`config.mk`:
```
export PLATFORM = sky130hd
export DESIGN_NAME = cam_lookup_ctrl
export DESIGN_NICKNAME = d
export VERILOG_FILES = /design/src/rtl/cam_lookup_ctrl.sv
export SDC_FILE = /design/constraint.sdc
export NUM_CORES = 1
export LEC_CHECK = 0
export CAP_MARGIN = 0
export CORE_MARGIN = 4
export CORE_UTILIZATION = 35
export DETAILED_ROUTE_END_ITERATION = 8
export PLACE_DENSITY = 0.82
export SYNTH_ARGS = -nofsm -noshare
export SYNTH_HDL_FRONTEND = slang
export SYNTH_SLANG_ARGS = --single-unit
export TNS_END_PERCENT = 1
```
`constraint.sdc`:
```
create_clock -name clk -period 2.74 [get_ports clk]
set_clock_uncertainty 0.05 [all_clocks]
set_input_delay 0.548 -clock clk [delete_from_list [all_inputs] [get_ports clk]]
set_output_delay 0.548 -clock clk [all_outputs]
set_load 0.05 [all_outputs]
```
`src/rtl/cam_lookup_ctrl.sv`:
```
// cam_lookup_ctrl: sequencing controller for an external CAM array.
// Accepts one request at a time, writes, invalidates or searches the array,
// priority-encodes the search result and holds the response until taken.
module cam_lookup_ctrl #(
    parameter  int WORDS = 8,
    parameter  int WIDTH = 8,
    localparam int AW    = $clog2(WORDS)
) (
    input  logic                   clk,
    input  logic                   reset,
    input  logic                   req_valid_i,
    output logic                   req_ready_o,
    input  logic [1:0]             req_op_i,
    input  logic [AW-1:0]          req_addr_i,
    input  logic [WIDTH-1:0]       req_data_i,
    output logic                   rsp_valid_o,
    input  logic                   rsp_ready_i,
    output logic                   rsp_hit_o,
    output logic [AW-1:0]          rsp_index_o,
    output logic                   rsp_multi_o,
    output logic [WORDS-1:0]       cell_we_o,
    output logic [WIDTH-1:0]       cell_data_o,
    output logic                   cell_cmp_en_o,
    output logic [WIDTH-1:0]       cell_cmp_o,
    input  logic [WORDS*WIDTH-1:0] cell_match_i
);

    localparam logic [1:0] OP_WRITE  = 2'b00;
    localparam logic [1:0] OP_SEARCH = 2'b01;
    localparam logic [1:0] OP_INVAL  = 2'b10;

    typedef enum logic [2:0] {IDLE, WRITE, SEARCH, ENCODE, RESP} state_t;

    state_t           state;
    state_t           next_state;
    logic             armed;
    logic             accept;
    logic [1:0]       op_q;
    logic [AW-1:0]    addr_q;
    logic [WIDTH-1:0] data_q;
    logic [WORDS-1:0] valid_q;
    logic [WORDS-1:0] word_match_q;
    logic [WORDS-1:0] search_match;
    logic             hit_q;
    logic [AW-1:0]    index_q;
    logic             multi_q;
    logic             enc_hit;
    logic [AW-1:0]    enc_index;
    logic             enc_multi;
    logic [AW:0]      enc_count;

    // State register; armed delays req_ready until the first edge out of reset
    always_ff @(posedge clk or negedge reset) begin
        if (!reset) begin
            state <= IDLE;
            armed <= 1'b0;
        end else begin
            state <= next_state;
            armed <= 1'b1;
        end
    end

    // Next-state decode, handshakes and array drive for the current state
    always_comb begin
        next_state    = state;
        accept        = 1'b0;
        req_ready_o   = 1'b0;
        rsp_valid_o   = 1'b0;
        cell_we_o     = '0;
        cell_data_o   = '0;
        cell_cmp_en_o = 1'b0;
        cell_cmp_o    = '0;
        case (state)
            IDLE: begin
                req_ready_o = armed;
                accept      = armed && req_valid_i;
                if (accept) begin
                    case (req_op_i)
                        OP_WRITE:  next_state = WRITE;
                        OP_INVAL:  next_state = WRITE;
                        OP_SEARCH: next_state = SEARCH;
                        default:   next_state = RESP;
                    endcase
                end
            end
            WRITE: begin
                if (op_q == OP_WRITE) begin
                    cell_we_o[addr_q] = 1'b1;
                    cell_data_o       = data_q;
                end
                next_state = RESP;
            end
            SEARCH: begin
                cell_cmp_en_o = 1'b1;
                cell_cmp_o    = data_q;
                next_state    = ENCODE;
            end
            ENCODE: begin
                next_state = RESP;
            end
            RESP: begin
                rsp_valid_o = 1'b1;
                if (rsp_ready_i) begin
                    next_state = IDLE;
                end
            end
            default: begin
                next_state = IDLE;
            end
        endcase
    end

    // Capture the accepted request so the array sees stable operands
    always_ff @(posedge clk or negedge reset) begin
        if (!reset) begin
            op_q   <= '0;
            addr_q <= '0;
            data_q <= '0;
        end else if (accept) begin
            op_q   <= req_op_i;
            addr_q <= req_addr_i;
            data_q <= req_data_i;
        end
    end

    // Entry valid bits: set by a write, cleared by an invalidate
    always_ff @(posedge clk or negedge reset) begin
        if (!reset) begin
            valid_q <= '0;
        end else if (state == WRITE) begin
            if (op_q == OP_WRITE) begin
                valid_q[addr_q] <= 1'b1;
            end else if (op_q == OP_INVAL) begin
                valid_q[addr_q] <= 1'b0;
            end
        end
    end

    // Reduce per-bit match lines to per-entry matches, masked by validity
    always_comb begin
        search_match = '0;
        for (int w = 0; w < WORDS; w++) begin
            search_match[w] = (&cell_match_i[w*WIDTH +: WIDTH]) & valid_q[w];
        end
    end

    // Word matches are sampled only at the end of the compare cycle
    always_ff @(posedge clk or negedge reset) begin
        if (!reset) begin
            word_match_q <= '0;
        end else if (state == SEARCH) begin
            word_match_q <= search_match;
        end
    end

    // Priority encoder: lowest matching index wins, count flags multiple hits
    always_comb begin
        enc_hit   = 1'b0;
        enc_index = '0;
        enc_count = '0;
        for (int w = WORDS - 1; w >= 0; w--) begin
            if (word_match_q[w]) begin
                enc_hit   = 1'b1;
                enc_index = w[AW-1:0];
            end
            enc_count = enc_count + {{AW{1'b0}}, word_match_q[w]};
        end
        enc_multi = (enc_count > {{AW{1'b0}}, 1'b1});
    end

    // Response registers: cleared per request, loaded from the encoder
    always_ff @(posedge clk or negedge reset) begin
        if (!reset) begin
            hit_q   <= 1'b0;
            index_q <= '0;
            multi_q <= 1'b0;
        end else if (accept) begin
            hit_q   <= 1'b0;
            index_q <= '0;
            multi_q <= 1'b0;
        end else if (state == ENCODE) begin
            hit_q   <= enc_hit;
            index_q <= enc_index;
            multi_q <= enc_multi;
        end
    end

    assign rsp_hit_o   = hit_q;
    assign rsp_index_o = index_q;
    assign rsp_multi_o = multi_q;

endmodule

```
### After elaboration in Yosys (flattened, before gate mapping)

Index checks and enable logic that the tools add are counted.

| operators by class | value |
|---|---|
| add/sub/neg operators | 7 |
| $mul | 0 |
| div/mod/pow operators | 0 |
| magnitude comparators | 3 |
| equality and inequality tests | 9 |
| shift-type cells | 0 |
| mux-type cells | 39 |
| bitwise gates (word level) | 11 |
| reduce and logical (&&, ||, !) cells | 19 |

Operators by type and width:

| kind | number |
|---|---|
| $reduce_and 8->1 | 8 |
| $mux 8 | 7 |
| $mux 3 | 12 |
| $mux 1 | 17 |
| $add 4x1->4 | 4 |
| $pmux 3 s4 | 1 |
| $and 1x1->1 | 8 |
| $and 8x8->8 | 1 |
| $not 8->8 | 1 |
| $or 8x8->8 | 1 |
| $eq 3x2->1 const B | 2 |
| $pmux 3 s2 | 1 |
| $add 3x1->4 | 1 |
| $eq 2x2->1 const B | 2 |
| $gt 4x1->1 const B | 1 |
| $logic_not 2->1 | 2 |
| $lt 3x4->1 const B | 1 |
| $ne 2x2->1 const B | 2 |
| $reduce_and 2->1 | 2 |
| $reduce_bool 2->1 | 2 |
| $reduce_or 2->1 | 2 |
| $add 2x1->3 | 1 |
| $demux 1 s3 | 1 |
| $eq 3x1->1 const B | 1 |
| other kinds (6) | 7 |

| word-level totals | value |
|---|---|
| flip-flop bits (word level) | 38 |
| latch bits | 0 |
| memory bits (writable) | 0 |
| ROM bits | 0 |
| input port bits | 81 |
| output and inout bits | 32 |
| logic and storage cells | 98 |
| memories | 0 |

### Depth between registers and ports, before layout

| depth | value |
|---|---|
| depth in word-level cells | 10 |
| depth in mapped cells | 12 |

### Worst setup path after synthesis

OpenSTA, ideal clock, no wires.

| timing | value |
|---|---|
| path kind | reg-to-reg |
| start | register word_match_q[0] |
| end | register multi_q, in the netlist rsp_multi_o |
| library setup time | 133 ps |
| arrival | 2854 ps |
| setup slack | -297 ps |
| cell stages (with the launch flop) | 13 |
| path buffers | 0 |
| clock period less this slack | 3037 ps |
| cells stage by stage | dfrtp_1 fa_1 inv_1 fa_1 fa_1 inv_1 ha_1 inv_1 fa_1 nor2_1 a31oi_1 nor3b_1 a21oi_1 |

| between the ends | value |
|---|---|
| longest elaborated chain between the ends | 4 |

Ends and longest elaborated chain:

| element | line | source |
|---|---|---|
| start, declared | 42 | `logic [WORDS-1:0] word_match_q;` |
| start signal, assigned | 152 | `word_match_q <= search_match;` |
| $add 4x1->4 | 166 | `enc_count = enc_count + {{AW{1'b0}}, word_match_q[w]};` |
| $gt 4x1->1 | 168 | `enc_multi = (enc_count > {{AW{1'b0}}, 1'b1});` |
| $mux 1 | 181 | `end else if (state == ENCODE) begin` |
| $mux 1 | 177 | `end else if (accept) begin` |
| end signal, assigned | 184 | `multi_q <= enc_multi;` |
| end, declared | 46 | `logic multi_q;` |

No other way between the ends. The select of a mux whose other input is x is not followed.
A chain may end at the register's enable or synchronous reset.

### Worst setup path in the final report

Ends and elaborated chain as after synthesis.

==> Implementation_results.wiki <==
{| class="wikitable"
! Metric !! Value
|-
| Top Family by Delay on Critical Path || adder cells
|-
| Cell depth of the worst setup path || 12
|-
| Sequential share of the synthesized area || 45.9%
|-
| Synth area leader || dfrtp_1
|-
| Critical path's most frequent cell || fa_1
|-
| Reg2Reg Launch Point || word_match_q[0]$_DFFE_PN0P_
|-
| Max-cap violations || 0
|-
| Syn nets || 322
|-
| Slew Viols, Final || 0
|-
| Count of input and output buffers || roughly 110
|-
| Critical Path, Cell by Cell || fa_1 -> inv_2 -> fa_1 -> fa_1 -> inv_1 -> ha_2 -> inv_2 -> fa_2 -> nor2_2 -> a31oi_1 -> nor3b_1 -> a21oi_1
|-
| Share of the clock period used by the worst path || 117%
|-
| Via count of the first global-routing pass || between 2000 and 2500
|-
| Share of the synthesized area in the top cell type || between 40% and 50%
|-
| Synthesized area || about 2100 µm²
|-
| Startpoint kind of the worst setup timing path || flip-flop
|-
| Element type at the critical path end || flip-flop
|-
| Synthesized netlist cell count || approximately 230
|-
| Die Outline Area || about 7200 µm²
|-
| Die outline height || 84.9 µm
|-
| Number of antenna violations at the first check in global routing || 0
|-
| DIE WIDTH || between 80 and 90 µm
|-
| Largest cells by area after synthesis || dfrtp_1, nand2_1, and2_1
|-
| Max-Slew Margin vs Limit || 44.0%
|-
| Sequential cell area in the final layout || 951 µm²
|-
| Drt drc || 0
|-
| Sink count of the clock tree || 38
|-
| Area of the multi-input gates || 1060 µm²
|-
| Critical Path Max Stage Delay || around 0.55 ns
|-
| CTS hold repair buffers || 0
|-
| Number of nets in the final layout || between 400 and 500
|-
| Root buffer selected by CTS || clkbuf_8
|-
| Data required time of the worst path || 2.85 ns
|-
| Initial standard-cell utilization of the core || about 37%
|-
| Maximum vdd drop || 516 µV
|-
| Terminus of the critical flop-to-flop path || rsp_multi_o$_DFFE_PN0P_
|-
| Total CTS buffers || 5
|-
| Pwr Density || 732 nW/µm²
|-
| Post-route standard cell area excluding fillers || approximately 3700 µm²
|-
| Length of the first detailed-routing pass in iterations || 4
|-
| Antenna diodes || 0
|-
| TritonCTS clock tree || built
|-
| Minimum period implied by the final worst setup slack || between 3 and 4 ns
|-
| Worst Hold Slack || about 0.3 ns
|-
| Synthesis-to-layout area growth || 77.4%
|-
| DRT iter0 DRCs || 80
|-
| Data arrival time of the critical path || about 3.3 ns
|-
| Warnings from Yosys || 0
|-
| Gr ovfl total || 0
|-
| Slowest cell on the critical path || fa_1
|-
| Post-route worst setup slack || -0.463 ns
|-
| Worst setup path startpoint || word_match_q[0]$_DFFE_PN0P_
|-
| Final setup fails || 1
|-
| Count of nets left with antenna violations after detail routing || 0
|-
| Maximum number of pins on one net before global-route repair || 39
|-
| Placer's final routability congestion estimate || 0.909
|-
| Status || complete, but fails checks
|-
| Core area || 5610 µm²
|-
| Number of hold-slack violations in the final timing report || 0
|-
| Aggregate global-route resource usage || between 10% and 20%
|-
| Total of fill cells in the finished design || ~480
|-
| Number of buffers inserted by post-CTS setup repair || 0
|-
| Highest achievable clock rate || around 310 MHz
|-
| WL/cell || roughly 16 µm
|-
| Post-synth EDFFs || 0
|-
| Number of core rows || 27
|-
| Crit path kind || flip-flop to flip-flop
|-
| Setup repair after global routing missed its margin || true
|-
| Tightest Hold Check Type || primary input to asynchronous set/reset pin
|-
| Cell area after placement || approximately 3600 µm²
|-
| Lkg Pwr || approximately 0.0016 µW
|-
| Mapped Avg Cell Area || approximately 9 µm²
|-
| Worst setup path endpoint || rsp_multi_o$_DFFE_PN0P_
|-
| Via count || 2165
|-
| Reg2Reg Depth || 12
|-
| Total length of routed wires || a little under 7000 µm
|-
| Vias per std cell || ~5
|-
| R2R setup slack || -0.46 ns
|-
| Number of library cell types mapped by synthesis || 36
|-
| Number of H-tree levels || 2
|-
| Commonest register cell after synthesis || dfrtp_1
|-
| Number of buffers between clock root and the deepest sink || 2
|-
| Clock transition at the register clock pins on the worst setup and hold paths after CTS || 0.07 ns
|-
| Synth Register Bits || 38
|-
| Io pins || 113
|-
| First-pass GRT wire length || about 11000 µm
|-
| Clock network latency to the later pin of the worst-skew pair || around 0.29 ns
|-
| Share of synthesized registers carrying an async set or reset || 100%
|-
| Final HPWL from detailed placement || around 5600 µm
|-
| Violated checks || setup timing
|-
| Count of buffering cells on the critical path with inverters included || 3
|-
| Proportion of layout cells with a drive suffix above 1 || between 10% and 20%
|-
| Transition at the pin with the smallest max-transition slack || about 0.84 ns
|-
| Maximum fanout along the worst path || 2
|}
-- stage by stage --
stage	setup WS, ns	utilization (%)	std cells	power (µW)	TNS (ns)
finish	-0.463	65.5	425	2690	-0.463
detailed placement	-0.463	63.6	418	2310	-0.463
floorplan	-0.268	-	234	1750	-0.331
CTS	-0.443	65.0	425	2670	-0.443
global route	-0.600	65.5	425	2900	-0.615
global placement	-0.286	63.6	418	2200	-0.286
-- layer usage --
layer	track usage (%)	part of all wire, %	vias to the layer above
met4	6.62	1.8	0
li1	-	-	1046
met1	22.1	38	1033
met3	5.63	5.1	12
met5	0	0	-
met2	33.9	55	74
-- power breakdown --
part | internal, µW | switching [µW] | total (µW)
sequential | 779 | 214 | 992
clock | 175 | 186 | 361
combinational | 607 | 731 | 1340
total | 1560 | 1130 | 2690
-- worst register-to-register path: stages (launching register included) --
cell and delay, ns:
dfrtp_1 0.40, fa_1 0.55, inv_2 0.04, fa_1 0.52, fa_1 0.42, inv_1 0.07
ha_2 0.18, inv_2 0.04, fa_2 0.34, nor2_2 0.11, a31oi_1 0.10, nor3b_1 0.20
a21oi_1 0.06
-- worst min path at each step --
stage	slack (ns)	from	depth (start not counted)	endpoint
CTS	0.34	reset	1	rsp_multi_o$_DFFE_PN0P_
detailed placement	0.42	data_q[5]$_DFFE_PN0P_	2	data_q[5]$_DFFE_PN0P_
global route	0.38	reset	1	rsp_multi_o$_DFFE_PN0P_
global placement	0.41	data_q[0]$_DFFE_PN0P_	2	data_q[0]$_DFFE_PN0P_
floorplan	0.20	reset	0	asynchronous set/reset pin
finish	0.31	reset	1	rsp_multi_o$_DFFE_PN0P_
-- synth_stat cells, types with 5 or more instances --
cell	n
nand2_1	50
dfrtp_1	38
and2_1	16
inv_1	13
nor2_1	13
nand4_1	12
o21ai_0	12
nor3_1	9
buf_2	7
nand3_1	7
o31ai_1	7
nand2b_1	5
-- cell usage in the layout, fill, tap and decap left out, types with 3 or more instances in the layout --
cell and count:
and2_1 16, and4_1 4, buf_12 25, buf_4 10, clkbuf_8 5, clkdlybuf4s50_1 85, dfrtp_1 38, fa_1 3
inv_1 11, nand2_1 50, nand2b_1 5, nand3_1 7, nand4_1 12, nor2_1 11, nor3_1 8, nor3b_1 3
o21ai_0 12, o22ai_1 4, o31ai_1 7, or3_1 3
-- final cells by class --
class,instances,area share [%]
Timing Repair Buffer,122,39.3
Multi-Input combinational cell,173,29.0
Sequential cell,38,25.9
Tap cell,72,2.45
Clock buffer,7,2.08
Inverter,13,1.33
-- logic make-up after synthesis --
kind of cell	Yosys count	share of synthesized area, %
AO/OA/AOI/OAI	30	9.18
adder cells (fa/ha/maj)	7	5.68
buffers and inverters	23	4.59
flip-flops	38	45.9
other	1	0.181
AND/OR/NAND/NOR	135	34.5
-- what timing repair did --
item / CTS / global route
setup endpoints to repair: 1 / 7
pin swaps: 0 / 0
resized for setup: 1 / 8
endpoints found under the hold margin: 0 / 0
Note: power is estimated with default switching activity, not from simulation.
